--- config.mk ---
export PLATFORM = sky130hd
export DESIGN_NAME = mio_bus_ctrl
export DESIGN_NICKNAME = d
export VERILOG_FILES = /design/src/rtl/mio_bus_ctrl.sv
export SDC_FILE = /design/constraint.sdc
export NUM_CORES = 1
export LEC_CHECK = 0
export CAP_MARGIN = 40
export CORE_ASPECT_RATIO = 0.7
export CORE_MARGIN = 2
export CORE_UTILIZATION = 30
export CTS_BUF_LIST = sky130_fd_sc_hd__clkbuf_8
export CTS_CLUSTER_SIZE = 28
export DETAILED_ROUTE_END_ITERATION = 7
export HOLD_SLACK_MARGIN = 0.12
export PLACE_DENSITY_LB_ADDON = 0.2
export SLEW_MARGIN = 20
export SYNTH_ARGS = -nofsm -noshare
export SYNTH_HDL_FRONTEND = slang
export SYNTH_SLANG_ARGS = --single-unit
--- constraint.sdc ---
create_clock -name clk -period 3.9 [get_ports clk]
set_input_delay 0.78 -clock clk [delete_from_list [all_inputs] [get_ports clk]]
set_output_delay 0.78 -clock clk [all_outputs]
set_load 0.05 [all_outputs]
--- src/rtl/mio_bus_ctrl.sv ---
// Memory/IO bus controller: decodes CPU requests to block RAM, GPIO or a free-running counter,
// and returns registered read data with a one-cycle ready pulse.
module mio_bus_ctrl #(
  parameter int unsigned RAM_AW  = 10,
  parameter int unsigned RAM_LAT = 1,
  parameter int unsigned IO_W    = 16
) (
  input  logic              clk,
  input  logic              reset,
  input  logic              cpu_req,
  input  logic              cpu_we,
  input  logic [31:0]       cpu_addr,
  input  logic [31:0]       cpu_wdata,
  output logic [31:0]       cpu_rdata,
  output logic              cpu_ready,
  output logic [RAM_AW-1:0] ram_addr,
  output logic [31:0]       ram_wdata,
  output logic              ram_we,
  input  logic [31:0]       ram_rdata,
  input  logic [IO_W-1:0]   sw_in,
  output logic [IO_W-1:0]   led_out,
  output logic              bus_err
);

  localparam logic [31:0] GpioAddr = 32'hE000_0000;
  localparam logic [31:0] CntAddr  = 32'hF000_0004;

  typedef enum logic [1:0] {StIdle, StRamAcc, StResp} state_e;

  state_e            state_q, state_d;
  logic [1:0]        wait_q, wait_d;
  logic              we_q, we_d;
  logic [31:0]       rdata_q, rdata_d;
  logic              ready_q, ready_d;
  logic [IO_W-1:0]   led_q, led_d;
  logic [31:0]       cnt_q, cnt_d;
  logic              err_q, err_d;

  logic is_ram, is_gpio, is_cnt;
  logic unused_addr_lsb;

  // Byte-lane bits are don't-care: all accesses are whole words.
  assign unused_addr_lsb = ^cpu_addr[1:0];

  assign is_ram  = (cpu_addr[31:28] == 4'h0);
  assign is_gpio = (cpu_addr[31:2] == GpioAddr[31:2]);
  assign is_cnt  = (cpu_addr[31:2] == CntAddr[31:2]);

  always_comb begin
    state_d = state_q;
    wait_d  = wait_q;
    we_d    = we_q;
    rdata_d = rdata_q;
    led_d   = led_q;
    err_d   = err_q;
    cnt_d   = cnt_q + 32'd1;
    unique case (state_q)
      StIdle: begin
        if (cpu_req) begin
          if (is_ram) begin
            state_d = StRamAcc;
            we_d    = cpu_we;
            wait_d  = cpu_we ? 2'd0 : 2'(RAM_LAT - 1);
          end else begin
            state_d = StResp;
            if (is_gpio) begin
              if (cpu_we) led_d = cpu_wdata[IO_W-1:0];
              else        rdata_d = 32'(sw_in);
            end else if (is_cnt) begin
              // A load takes priority over this cycle's increment.
              if (cpu_we) cnt_d = cpu_wdata;
              else        rdata_d = cnt_q;
            end else begin
              err_d = 1'b1;
              if (!cpu_we) rdata_d = '0;
            end
          end
        end
      end
      StRamAcc: begin
        if (wait_q == 2'd0) begin
          if (!we_q) rdata_d = ram_rdata;
          state_d = StResp;
        end else begin
          wait_d = wait_q - 2'd1;
        end
      end
      StResp:  state_d = StIdle;
      default: state_d = StIdle;
    endcase
    ready_d = (state_d == StResp);
  end

  always_ff @(posedge clk or posedge reset) begin
    if (reset) begin
      state_q <= StIdle;
      wait_q  <= '0;
      we_q    <= 1'b0;
      rdata_q <= '0;
      ready_q <= 1'b0;
      led_q   <= '0;
      cnt_q   <= '0;
      err_q   <= 1'b0;
    end else begin
      state_q <= state_d;
      wait_q  <= wait_d;
      we_q    <= we_d;
      rdata_q <= rdata_d;
      ready_q <= ready_d;
      led_q   <= led_d;
      cnt_q   <= cnt_d;
      err_q   <= err_d;
    end
  end

  // Writes always spend a single RAM_ACC cycle, so the strobe is one cycle wide.
  assign ram_we    = (state_q == StRamAcc) && we_q;
  assign ram_addr  = cpu_addr[RAM_AW+1:2];
  assign ram_wdata = cpu_wdata;
  assign cpu_rdata = rdata_q;
  assign cpu_ready = ready_q;
  assign led_out   = led_q;
  assign bus_err   = err_q;

endmodule
# Word level (Yosys, flattened, before mapping)
# Index checks and enable logic that the tools add are counted.
# totals
ff_bits,87
inputBits,116
out_inout_bits,93
word_cells,58
# op_classes
add_sub_neg,2
n_eq_ne,11
mux,24
n_bitwise,3
reduce_logical,10
# ops
cell,n
two-way mux 32 bit,15
one-hot mux 32 bit (2 select lines),1
"== test 30 bit, second input constant",2
"adder 32 x 1 -> 32 bit, second input constant",1
"!= test 2 bit, second input constant",7
two-way mux 2 bit,6
AND reduction 5 bit,2
one-hot mux 2 bit (2 select lines),2
AND reduction 6 bit,1
logical NOT 2 bit,2
logical NOT 4 bit,1
AND reduction 4 bit,1
inverter 1 bit,3
AND reduction 3 bit,1
"== test 2 x 1 -> 1 bit, second input constant",1
"== test 2 bit, second input constant",1
nonzero test 2 bit,1
"subtractor 2 x 1 -> 2 bit, second input constant",1
logical AND 1 bit,1

# Logic depth before layout (Yosys ltp)
# depth
depth_word,7
ltp_mapped,7

# Least setup slack after synthesis
# No wires, ideal clock.
# synth_path
path_kind,input-to-reg
start,in cpu_addr[7]
end,reg led_q[0] (netlist: led_out[0])
setup_ns,0.125
arrival_time_ns,2.544
required_ns,3.775
slack_ns,1.231
cell_stages,6
path_buffers,1
cell_sequence,or4_4 -> nor4_4 -> inv_2 -> nor3_4 -> buf_8 -> mux2_4
# synth_between
elab_chain_cells,2
# synth_lines
element,line,source
"start, declared",12,"input logic [31:0] cpu_addr,"
== test 30 bit,46,assign is_gpio = (cpu_addr[31:2] == GpioAddr[31:2]);
AND reduction 5 bit (no line),--,
"end signal, assigned",110,led_q <= led_d;
"end, declared",35,"logic [IO_W-1:0] led_q, led_d;"
# No other way between the ends.
# A chain may end at the register's enable or synchronous reset.

# Final worst setup path
# layout_path
start,in cpu_addr[31]
end,reg led_q[10] (netlist: led_out[10])
# layout_between
elab_chain_cells,3
elab_cells_between_ends,4
classes_between,eq/ne (1); bitwise (1); reduce/logical (2)
# layout_lines
element
branches (longest 2 deep; another with == test 30 bit)
AND reduction 5 bit (no line) (*)
# Every way passes the cells marked *.

==> metrics <==
cell count after synthesis=490; Async SR Flop Fraction=100.0%; clock skew=12.65 ps; Core ar.=0.01555 mm²; Final nets=764; Setup Fix Bufs, Post-CTS=0; first-pass GRT wire length=22,860 µm; CP Launch Type=input port; register area share after synthesis=45.61%; DRT iter0 DRCs=175; worst endpoint data arrival time=3450 ps; clock network power share=26.6%; Switch Pwr=0.9191 mW; synthesized area per cell=9.741 µm²; cts-stage hold buffer count=0; mean routed wirelength per cell=17.57 µm; Synth Flop Type=dfrtp_1; static leakage=2.581 nW; maximum number of pins on one net before global-route repair=60; post-synthesis xor/xnor area fraction=5.505%; root buf cell=clkbuf_8; largest family of logic cells by synthesized area=simple AND/OR/NAND/NOR gates; final setup violation count=0; num rows=38; via count=4,143; drt total wl=14,950 µm; CTS tree=yes; Worst-Skew Late Latency=370 ps; Tcrit/Tclk final=82.11%; post-synth cell types=42; Final HPWL DP=11,400 µm; pwr dens=369.3 mW/mm²; RD Place Congestion=0.8949; sw frac=35.77%; CTS Sinks=87; die width=154.8 µm; H-tree depth=3; Post-CTS Resized=0; HP Class=register to register; FF-to-FF setup slack=1280 ps; synth top area cells=dfrtp_1, buf_4, nand2_1; mux contribution to synthesized area=5.033%; Post-Synth Simple-Gate Area=17.30%; GRT overflow=0; Critical Path Fanout Max=18; crit path capture type=register; average vias per placed instance=4.868; Die H=109.5 µm; Cell Area, Synth=0.004773 mm²; Rel. slew slack=55.72%; minimum clock period=3202 ps; Slew @ Worst Pin=662.7 ps; ANT nets after route=0; largest area contributor in the netlist=dfrtp_1; Synth Area in Adders=0.5242%; Sequential Power Share=40.3%; internal power=1.650 mW; initial core utilization=30.70%; DR pass1 iterations=5; share of the synthesized area in the top cell type=45.61%; Post-Syn Nets=608; antenna violations before repair=1; CTS Buf Count=9; layout cell share with drive strength beyond 1=8.141%; total chip power=2.569 mW; die area=0.01695 mm²; Final WS setup=697.7 ps; RSZ-0062 raised after global routing=no; EDFF count, synth=0; pre-CTS setup slack=334.3 ps; max_cap viols=0; Post-Route Utilization=44.75%; Syn. warnings=0; # DRC=0; final hold vios=0; all-layer global routing usage=17.77%; clock transition at the registers of the reported paths=80 ps; Worst Path Required=4150 ps; status=finished, final reports clean; CTS max path bufs=2; critical path class=input port to register; fmax=0.3123 GHz; Max rail drop VDD=145.3 µV; complex-gate fraction of the synthesized area=16.09%; final setup TNS=0 ps; register bit count reported by yosys=87; Logic pwr share=33.1%; vias in the first global route=4,069; count of pins over their slew limit=0; antenna cells=0; I/O Pins=209; Port Buf Inserts=206; synth-to-layout area growth=45.77%
-- cells in the final DEF, fill, tap and decap left out, drive strengths merged, types with 7 or more instances in the layout --
master / count
clkdlybuf4s50: 206
dfrtp: 87
nand2: 65
o21ai: 33
a22oi: 32
nor2: 27
xnor2: 20
a21oi: 19
mux2: 18
o311ai: 16
o21a: 16
nand3: 15
nor4: 12
clkbuf: 11
xor2: 10
nand4: 8
buf: 8
inv: 8
nor3: 7
-- stage by stage --
| stage | hold WS, ps | instance area [µm²] | cells |
|---|---|---|---|
| 2_1_floorplan | 469.5 | 4773 | 490 |
| 4_1_cts | 497.3 | 6958 | 851 |
| 5_1_grt | 516.4 | 6958 | 851 |
| 3_5_place_dp | 469.2 | 6743 | 835 |
| 6_report | 497.6 | 6958 | 851 |
| 3_3_place_gp | 465.1 | 6743 | 835 |
-- sequential cells by signal, indices dropped and copies added (netlist names) --
register   cells
led_out       16
cpu_rdata     32
cpu_ready      1
bus_err        1
state_q        2
cnt_q         32
we_q           1
wait_q         2
-- power by group through the flow --
stage / sequential [mW] / clock, mW / combinational, mW
2_1_floorplan: 1.33 / 0 / 0.233
3_3_place_gp: 1.05 / 0 / 0.849
3_5_place_dp: 1.06 / 0 / 0.854
4_1_cts: 1.04 / 0.708 / 0.856
5_1_grt: 1.05 / 0.746 / 0.893
6_report: 1.04 / 0.683 / 0.851
-- final timing paths --
| path | startpoint | depth (start not counted) | to |
|---|---|---|---|
| worst max-delay path | cpu_addr[31] | 7 | led_out[10] |
| worst min-delay path | cpu_rdata[12] | 1 | cpu_rdata[12] |
| worst max register to register | state_q[1] | 7 | cpu_rdata[20] |
| worst min register to register | cpu_rdata[12] | 1 | cpu_rdata[12] |
| max in group asynchronous | reset | 3 | led_out[14] |
| min in group asynchronous | reset | 2 | cpu_rdata[17] |
-- synthesized netlist by cell type, types with 3 or more instances --
cell type   n
a21oi_1    19
a22oi_1    32
and3_1      3
and4_1      6
buf_2       4
buf_4      45
clkbuf_1   18
dfrtp_1    87
inv_1       7
mux2_2      8
mux2_4     10
nand2_1    65
nand2b_1    3
nand3_1    15
nand4_1     8
nor2_1     27
nor3_1      5
nor4_1     11
o21a_1     16
o21ai_0    33
o311ai_0   16
xnor2_1    20
xor2_1     10
-- area by class of cell --
| type | instances | area, µm² |
|---|---|---|
| fillers | 1489 | 8589 |
| well taps | 200 | 250.2 |
| flip-flops and latches | 87 | 2177 |
| clock inverters | 5 | 63.81 |
| inverters | 8 | 31.28 |
| multi-input cells | 326 | 2150 |
| repair buffers | 214 | 2135 |
| clock buffers | 11 | 151.4 |
-- logic make-up (layout without fill, tap and decap cells) --
family / Yosys count / after routing
buffers and inverters: 77 / 238
xor gates and xnor gates: 30 / 30
DFF: 87 / 87
AOI/OAI and AO/OA: 117 / 117
muxes: 18 / 18
adders and majority gates: 2 / 2
and+or+nand+nor: 159 / 159
-- worst max-delay path: stages --
cell and delay [ps]:
clkdlybuf4s50_1 500, nor4b_1 270, nand4_1 340, or2_1 560, nor3_4 300, buf_4 310
mux2_2 370
-- per-layer routing --
metal	track usage, %	share of wire [%]
met4	4.431	1.1
met2	25.03	41
met3	3.823	5.0
met1	27.36	53
met5	0	0.087
(Power assumes the default switching activity.)
